--- src/rtl/rr_arb_mux.sv ---
// N-channel round-robin arbitrated mux with valid/ready handshakes and a one-entry output register.
// Define RR_ARB_MUX_TRISTATE_EN to drive out_data through bufif1 gated by out_valid.
module rr_arb_mux #(
  parameter int unsigned N_CH  = 4,
  parameter int unsigned WIDTH = 8,
  parameter int unsigned CH_W  = (N_CH > 1) ? $clog2(N_CH) : 1
) (
  input  logic                    clk,
  input  logic                    rst,
  input  logic [N_CH-1:0]         in_valid,
  input  logic [N_CH*WIDTH-1:0]   in_data,
  output logic [N_CH-1:0]         in_ready,
  output logic                    out_valid,
`ifdef RR_ARB_MUX_TRISTATE_EN
  output wire  [WIDTH-1:0]        out_data,
`else
  output logic [WIDTH-1:0]        out_data,
`endif
  output logic [CH_W-1:0]         out_ch,
  input  logic                    out_ready
);

  logic              r_valid;
  logic [WIDTH-1:0]  r_data;
  logic [CH_W-1:0]   r_ch;
  logic [CH_W-1:0]   r_last;

  logic [N_CH-1:0]   w_grant;
  logic              w_found;
  logic [CH_W-1:0]   w_grant_idx;
  logic [WIDTH-1:0]  w_grant_data;
  logic              w_load;

  // Search starts one past the last winner and wraps, so the winner drops to lowest priority.
  always_comb begin
    logic [CH_W-1:0] w_idx;
    w_grant     = '0;
    w_found     = 1'b0;
    w_grant_idx = '0;
    w_idx       = '0;
    for (int unsigned k = 1; k <= N_CH; k++) begin
      w_idx = CH_W'((32'(r_last) + k) % N_CH);
      if (!w_found && in_valid[w_idx]) begin
        w_found        = 1'b1;
        w_grant[w_idx] = 1'b1;
        w_grant_idx    = w_idx;
      end
    end
  end

  always_comb begin
    w_grant_data = '0;
    for (int unsigned i = 0; i < N_CH; i++) begin
      if (w_grant[i]) begin
        w_grant_data = in_data[i*WIDTH +: WIDTH];
      end
    end
  end

  assign w_load = ~r_valid | out_ready;

  // Masking with rst keeps producers from seeing an accept that the reset will discard.
  assign in_ready = w_grant & {N_CH{w_load & ~rst}};

  always_ff @(posedge clk or posedge rst) begin
    if (rst) begin
      r_valid <= 1'b0;
      r_data  <= '0;
      r_ch    <= '0;
      r_last  <= CH_W'(N_CH - 1);
    end else if (w_load) begin
      r_valid <= w_found;
      if (w_found) begin
        r_data <= w_grant_data;
        r_ch   <= w_grant_idx;
        r_last <= w_grant_idx;
      end
    end
  end

  assign out_valid = r_valid;
  assign out_ch    = r_ch;

`ifdef RR_ARB_MUX_TRISTATE_EN
  for (genvar gi = 0; gi < WIDTH; gi++) begin : g_tri
    bufif1 u_buf (out_data[gi], r_data[gi], r_valid);
  end
`else
  assign out_data = r_data;
`endif

endmodule
--- config.mk ---
export PLATFORM = sky130hd
export DESIGN_NAME = rr_arb_mux
export DESIGN_NICKNAME = d
export VERILOG_FILES = /design/src/rtl/rr_arb_mux.sv
export SDC_FILE = /design/constraint.sdc
export NUM_CORES = 1
export LEC_CHECK = 0
export ABC_AREA = 1
export BUFFER_PORTS_ARGS = -buffer_cell sky130_fd_sc_hd__buf_2
export CORE_ASPECT_RATIO = 1.25
export CORE_MARGIN = 2
export CORE_UTILIZATION = 53
export DETAILED_ROUTE_END_ITERATION = 10
export PLACE_DENSITY = 0.93
export SETUP_SLACK_MARGIN = 0.3
export SYNTH_ARGS = -nofsm -noshare
export SYNTH_HDL_FRONTEND = slang
export SYNTH_SLANG_ARGS = --single-unit
--- constraint.sdc ---
create_clock -name clk -period 3.25 [get_ports clk]
set_input_delay 0.1625 -clock clk [delete_from_list [all_inputs] [get_ports clk]]
set_output_delay 0.1625 -clock clk [all_outputs]
set_load 0.02 [all_outputs]
==> metrics.cfg, run 1 <==
[yosys]
ys.warnings.count = 0
synth.area.top_cells = nand2_1 (24%), dfrtp_1 (20%), a21oi_1 (8.3%)
yosysUniqueCellTypes = 28
synth.most_common_cell = nand2_1
yosys.area.top_type_share = 0.245
avgSynthCellArea_um2 = 6.54
synth_ff_type = dfrtp_1
synth_common_cells = nand2_1 (90), inv_1 (30), a21oi_1 (23), dfrtp_1 (11)
ys_seq_area_frac = 0.238
synth.cell_area_um2 = 1380
synthCells = 211
synth_edf_count = 0
ys_seq_elements = 13
synth_top_cell_by_area = nand2_1
syn-num-nets = 258
async_reset_ff_frac = 1.00

[timing]
hold_viol = 0
fmax_mhz = 368
rsz0062_at_grt = false
tightest_slew_ns = 0.555
min_period_ns = 2.72
fin_skew_ns = 0.00342
setup_viol_count_final = 0
setup_tns_ns = 0
drv_slew = 0
timing.slew.headroom = 0.625
period_share = 0.836
whs_ns = 0.189

[die]
io_pins = 54
dieHeight_um = 61.1
coreArea_um2 = 2450
die_w_um = 49.6
start_util = 0.563
dieArea_um2 = 3030
std_cell_rows = 20

[grt]
grt-ovfl-total = 0
grt_max_degree = 20
grt_pass1_wl_um = 5510
grt_pass1_vias = 1400
track_usage = 0.235
antenna_found_initial = 0

[critical_path]
cp.arrival_ns = 2.55
worst-path-max-fanout = 17
crit_slowest_cell = dfstp_2
critPathTopFamily = simple AND/OR/NAND/NOR gates
path_buf_inv = 4
cp.required_ns = 3.09
crit_chain = inv_1, ha_1, inv_1, nand3_1, nand2_1, nor3_2, nand2_1, nand3_4, nand2_1, inv_1, buf_2
endpoint_kind = primary output
cp_slowest_stage_delay_ns = 0.62
start_kind = register
crit_type = reg -> out

[cells_and_area]
num-nets-final = 313
diodes = 0
final_cell_area_um2 = 1700
syn2layout_area_growth_pct = 22.8
drive_above_1_share = 0.317
n_fill_cell = 239
final_cells = 298

[detailed_routing]
via_per_inst = 4.96
first_pass_iters = 4
drcViolationCount = 0
route.detailed.wl_per_inst_um = 11.6
drtAntennaViolNets = 0
drt_iter0_markers = 14
via_count = 1478
drt_wl_total_um = 3450

[clocking]
clockBufferDepth = 2
cts_setup_buffers = 0
root_buffer = clkbuf_4
cts_made_buffers = 3
cts-htree-levels = 1
clkTransAtPathRegs_ns = 0.07
cts.sinks = 13
cts_tree = done
worstSkewPairLatency_ns = 0.27

[hold_path]
holdCritPathClass = in -> reg

[pwr]
seqPwrFrac = 0.155
switchingPower_w = 0.00127
intPower_w = 0.000898
pwr-share-clk = 0.045
power.share.switching = 0.585
power_w = 0.00217
power_leakage_nw = 1.06
peakVddDrop_v = 0.000792
power_density_nw_per_um2 = 1280
combPwrFrac = 0.800

[placement]
place_inst = 293
dpl.hpwl_um = 2810
place_area_um2 = 1650
numPortBuffers = 53
gp_congestion = 0.918

[run]
maxCapViolCount = 0

[status]
outcome = finished clean

-- layout make-up --
cell class | instances | area (um^2) | share of cell area
multi-input cells | 159 | 885 | 0.522
flip-flops and latches | 13 | 328 | 0.193
repair buffers | 55 | 283 | 0.167
inverters | 34 | 133 | 0.0782
well taps | 33 | 41.3 | 0.0244
clock buffers | 4 | 26.3 | 0.0155
-- worst register-to-register path, stage by stage (launching register included) --
cell and delay, ns:
dfstp_2 0.62, inv_1 0.17, ha_1 0.35, inv_1 0.12, nand2_2 0.09, nand2_4 0.11, nor2_4 0.07, a21boi_1 0.12
nand3_1 0.24, nand2_1 0.12, nand2_1 0.05, nand2_1 0.07, nand2_1 0.07, nand2_1 0.06, nand2_1 0.05
-- cell usage in the layout (no fill, tap or decap) --
master	netlist	final
nor2_1	1	1
o211ai_1	1	1
nand3_4	2	3
buf_2	1	53
nor2_4	2	2
ha_1	8	8
buf_4	0	1
inv_2	3	3
a21boi_4	1	1
o21ai_0	3	3
o311ai_0	1	1
a22oi_2	1	1
dfrtp_1	11	11
nand3_2	5	4
nand2_4	3	3
nand2_2	3	3
nor3_2	1	1
a21boi_1	1	1
nand3_1	8	8
a21oi_1	23	23
a21boi_0	1	1
nand2_1	90	90
a21oi_2	3	3
dlygate4sd3_1	0	1
dfstp_2	2	2
clkbuf_4	0	3
inv_1	30	30
clkbuf_1	1	1
inv_6	1	1
a31oi_1	1	1
-- what timing repair did --
item,CTS,global route
endpoints found under the hold margin,11,0
endpoints found under the setup margin,0,1
hold buffers,1,0
resized for setup,0,1
-- through the flow --
| stage | setup WS, ns | util |
|---|---|---|
| 4_1_cts | 0.456 | 0.688 |
| 5_1_grt | 0.310 | 0.691 |
| 6_report | 0.535 | 0.691 |
| 3_5_place_dp | 0.782 | 0.673 |
| 2_1_floorplan | 1.05 | - |
| 3_3_place_gp | 0.782 | 0.673 |
-- sequential cells by signal (all words and copies together) (netlist names) --
register	count
out_ch	2
out_data	8
out_valid	1
r_last	2
-- logic make-up after synthesis --
family / synth area share
flops: 0.238
simple gates: 0.400
fa+ha+maj: 0.0725
compound gates: 0.163
buf+inv: 0.127
-- power groups by stage --
| stage | clock [W] | combinational [W] | sequential (W) |
|---|---|---|---|
| after floorplan | 0 | 0.00134 | 0.000395 |
| after global placement | 0 | 0.00168 | 0.000337 |
| after detailed placement | 0 | 0.00171 | 0.000338 |
| after CTS | 0.000101 | 0.00172 | 0.000337 |
| after global routing | 0.000109 | 0.00195 | 0.000352 |
| final | 0.0000972 | 0.00173 | 0.000337 |
-- final timing paths --
kind                              from           to  slack (ns)  depth (start not counted)
min in group asynchronous          rst  out_data[0]        0.47                          3
setup reg to reg             r_last[1]  out_data[6]        0.80                         14
hold reg to reg            out_data[7]  out_data[7]        0.48                          2
setup / recovery             r_last[1]  in_ready[3]        0.53                         11
hold / removal               out_ready    out_valid        0.19                          4
max in group asynchronous          rst    r_last[0]        2.42                          3
-- per-layer routing --
metal | track usage | wire [um] | vias up
li1 | - | - | 764
met1 | 0.241 | 1330 | 663
met2 | 0.469 | 1900 | 47
met3 | 0.0607 | 192 | 4
met4 | 0.0714 | 29 | 0
met5 | 0 | 0 | -
Power figures use the tool's default switching activity.
==> run 2, diff against run 1 <==
- ABC_AREA: 1 -> 0
- CORE_UTILIZATION: 53 -> 43
- PLACE_DENSITY: 0.93 -> 0.83
- clock period: 3.25 -> 2.25 ns (I/O delays scaled with it)
==> metrics.cfg, run 2 <==
[yosys]
async_reset_ff_frac = 1.00
syn-num-nets = 190
synth_common_cells = nand2_1 (21), nor3_1 (14), dfrtp_1 (11)
synthCells = 143
yosys.area.top_type_share = 0.212
synth.cell_area_um2 = 1300
synth_ff_type = dfrtp_1
ys_seq_elements = 13
ys_seq_area_frac = 0.252
synth_top_cell_by_area = dfrtp_1
synth.area.top_cells = dfrtp_1 (21%), ha_1 (7.7%), a221oi_4 (6.1%)
synth.most_common_cell = nand2_1
synth_edf_count = 0
yosysUniqueCellTypes = 43
ys.warnings.count = 0
avgSynthCellArea_um2 = 9.10

[grt]
track_usage = 0.252
grt_max_degree = 15
grt-ovfl-total = 0
grt_pass1_wl_um = 6490
antenna_found_initial = 0
grt_pass1_vias = 1481

[clocking]
cts-htree-levels = 1
cts_tree = done
root_buffer = clkbuf_4
clkTransAtPathRegs_ns = 0.09
worstSkewPairLatency_ns = 0.29
clockBufferDepth = 2
cts.sinks = 13
cts_made_buffers = 3

[cells_and_area]
multi_input_area_um2 = 1060
layout_common_cells = buf_2 (49), buf_4 (30), buf_6 (22), nand2_1 (18), dfrtp_1 (11)
final_common_cell = buf_2
syn2layout_area_growth_pct = 69.7
num-nets-final = 288
final_cells = 276
drive_above_1_share = 0.633
n_fill_cell = 193
diodes = 0
seqCellArea_um2 = 328
final_cell_area_um2 = 2210
largest_reg_flops = 8

[critical_path]
reg2reg_slack_ns = -0.37
rr_endpoint = out_data[4]
cp.arrival_ns = 2.53
endpoint_kind = primary output
start_kind = register
r2r.worst_path.cells = 8
r2r-start = r_last[0]
cp.required_ns = 2.14
crit_type = reg -> out
worst-path-max-fanout = 5

[pwr]
power_leakage_nw = 0.992
power_density_nw_per_um2 = 1710
intPower_w = 0.00202
peakVddDrop_v = 0.00102
power.share.switching = 0.466
seqPwrFrac = 0.117
pwr-share-clk = 0.041
switchingPower_w = 0.00176
power_w = 0.00378
combPwrFrac = 0.842

[die]
start_util = 0.446
coreArea_um2 = 2920
dieArea_um2 = 3480
io_pins = 54
die_w_um = 53.2
dieHeight_um = 65.5
std_cell_rows = 22

[placement]
place_inst = 252
numPortBuffers = 53
dpl.hpwl_um = 3170
place_area_um2 = 1790
gp_congestion = 0.871

[status]
violations = negative setup slack
outcome = finished with violations

[timing]
timing.slew.headroom = 0.493
rsz0062_at_grt = true
fin_skew_ns = 0.0103
min_period_ns = 2.64
setup_viol_count_final = 12
drv_slew = 0
setup_slack_ns = -0.388
hold_viol = 0
tightest_slew_ns = 0.760
period_share = 1.17
fmax_mhz = 379

[detailed_routing]
drt_iter0_markers = 63
drcViolationCount = 0
route.detailed.wl_per_inst_um = 19.0
drt_wl_total_um = 5250
first_pass_iters = 4
via_per_inst = 6.04
drtAntennaViolNets = 0
via_count = 1667

[hold_path]
holdCritPathClass = in -> reg
min_path_cells = 3
hp-start = in_data[13]
whs_endpoint = out_data[5]

[run]
maxCapViolCount = 0

[run 2: changes by cell type in the layout (fill, tap and decap cells not counted), moves of 4 or more]
cell,previous run,this run
o21ai_1,0,4
a311oi_2,0,4
buf_4,1,30
buf_2,53,49
buf_6,0,22
a21oi_1,23,2
nand2_1,90,18
nor3_2,1,7
inv_1,30,3
a311oi_1,0,4
nor3_1,0,7
o22ai_1,0,6
a221oi_4,0,4
[run 2: critical path, cell delays in order (launching register included)]
cell	delay [ns]
dfstp_2	0.61
inv_4	0.05
ha_4	0.28
mux4_2	0.36
buf_6	0.15
nand2_2	0.05
o21ai_2	0.05
a221o_1	0.30
buf_6	0.14
nor2b_4	0.12
buf_6	0.13
[run 2: worst max-delay path by stage]
stage	start	slack, ns	endpoint
after floorplan	r_last[0]	-0.33	out_data[0]
after global placement	r_last[0]	-0.18	out_data[6]
final	r_last[0]	-0.39	in_ready[0]
after CTS	r_last[0]	-0.35	in_ready[0]
after detailed placement	r_last[0]	-0.31	out_data[2]
after global routing	r_last[0]	-0.47	out_data[4]
[run 2: per-stage QoR]
| step | setup WS [ns] | TNS [ns] | hold slack, ns | util |
|---|---|---|---|---|
| global placement | -0.180 | -1.64 | 0.109 | 0.613 |
| CTS | -0.348 | -3.56 | 0.0812 | 0.673 |
| detailed placement | -0.306 | -2.41 | 0.115 | 0.613 |
| global route | -0.473 | -5.00 | 0.100 | 0.757 |
| finish | -0.388 | -3.81 | 0.0838 | 0.757 |
| floorplan | -0.334 | -2.87 | -0.00396 | - |
[run 2: power by group through the flow]
stage,combinational [W],sequential [W],clock (W)
2_1_floorplan,0.00134,0.000568,0
3_3_place_gp,0.00207,0.000430,0
3_5_place_dp,0.00213,0.000440,0
4_1_cts,0.00248,0.000435,0.000151
5_1_grt,0.00334,0.000454,0.000167
6_report,0.00319,0.000441,0.000155
[run 2: per-layer routing]
metal | track usage | share of wire
met5 | 0 | 0
met4 | 0.147 | 0.062
met2 | 0.465 | 0.52
met1 | 0.249 | 0.33
met3 | 0.0477 | 0.086
[run 2: timing repair]
action                     in CTS  in global routing
gates resized for setup        21                 40
pin swaps                       9                 15
setup endpoints to repair      16                 16
hold endpoints to repair       11                  0
buffers inserted                9                 10
hold buffers                    1                  0
[run 2: final cells by class]
class | count | share of cell area
clock inverters | 1 | 0.00227
inverters | 5 | 0.00963
flip-flops and latches | 13 | 0.148
clock buffers | 3 | 0.0102
repair buffers | 102 | 0.330
well taps | 36 | 0.0204
multi-input cells | 116 | 0.479
[run 2: kinds of logic after synthesis]
logic type | synth area share
multiplexers | 0.0346
flip-flops | 0.252
buffers and inverters | 0.0788
adder cells (fa/ha/maj) | 0.0769
AO/OA/AOI/OAI | 0.297
AND/OR/NAND/NOR | 0.261
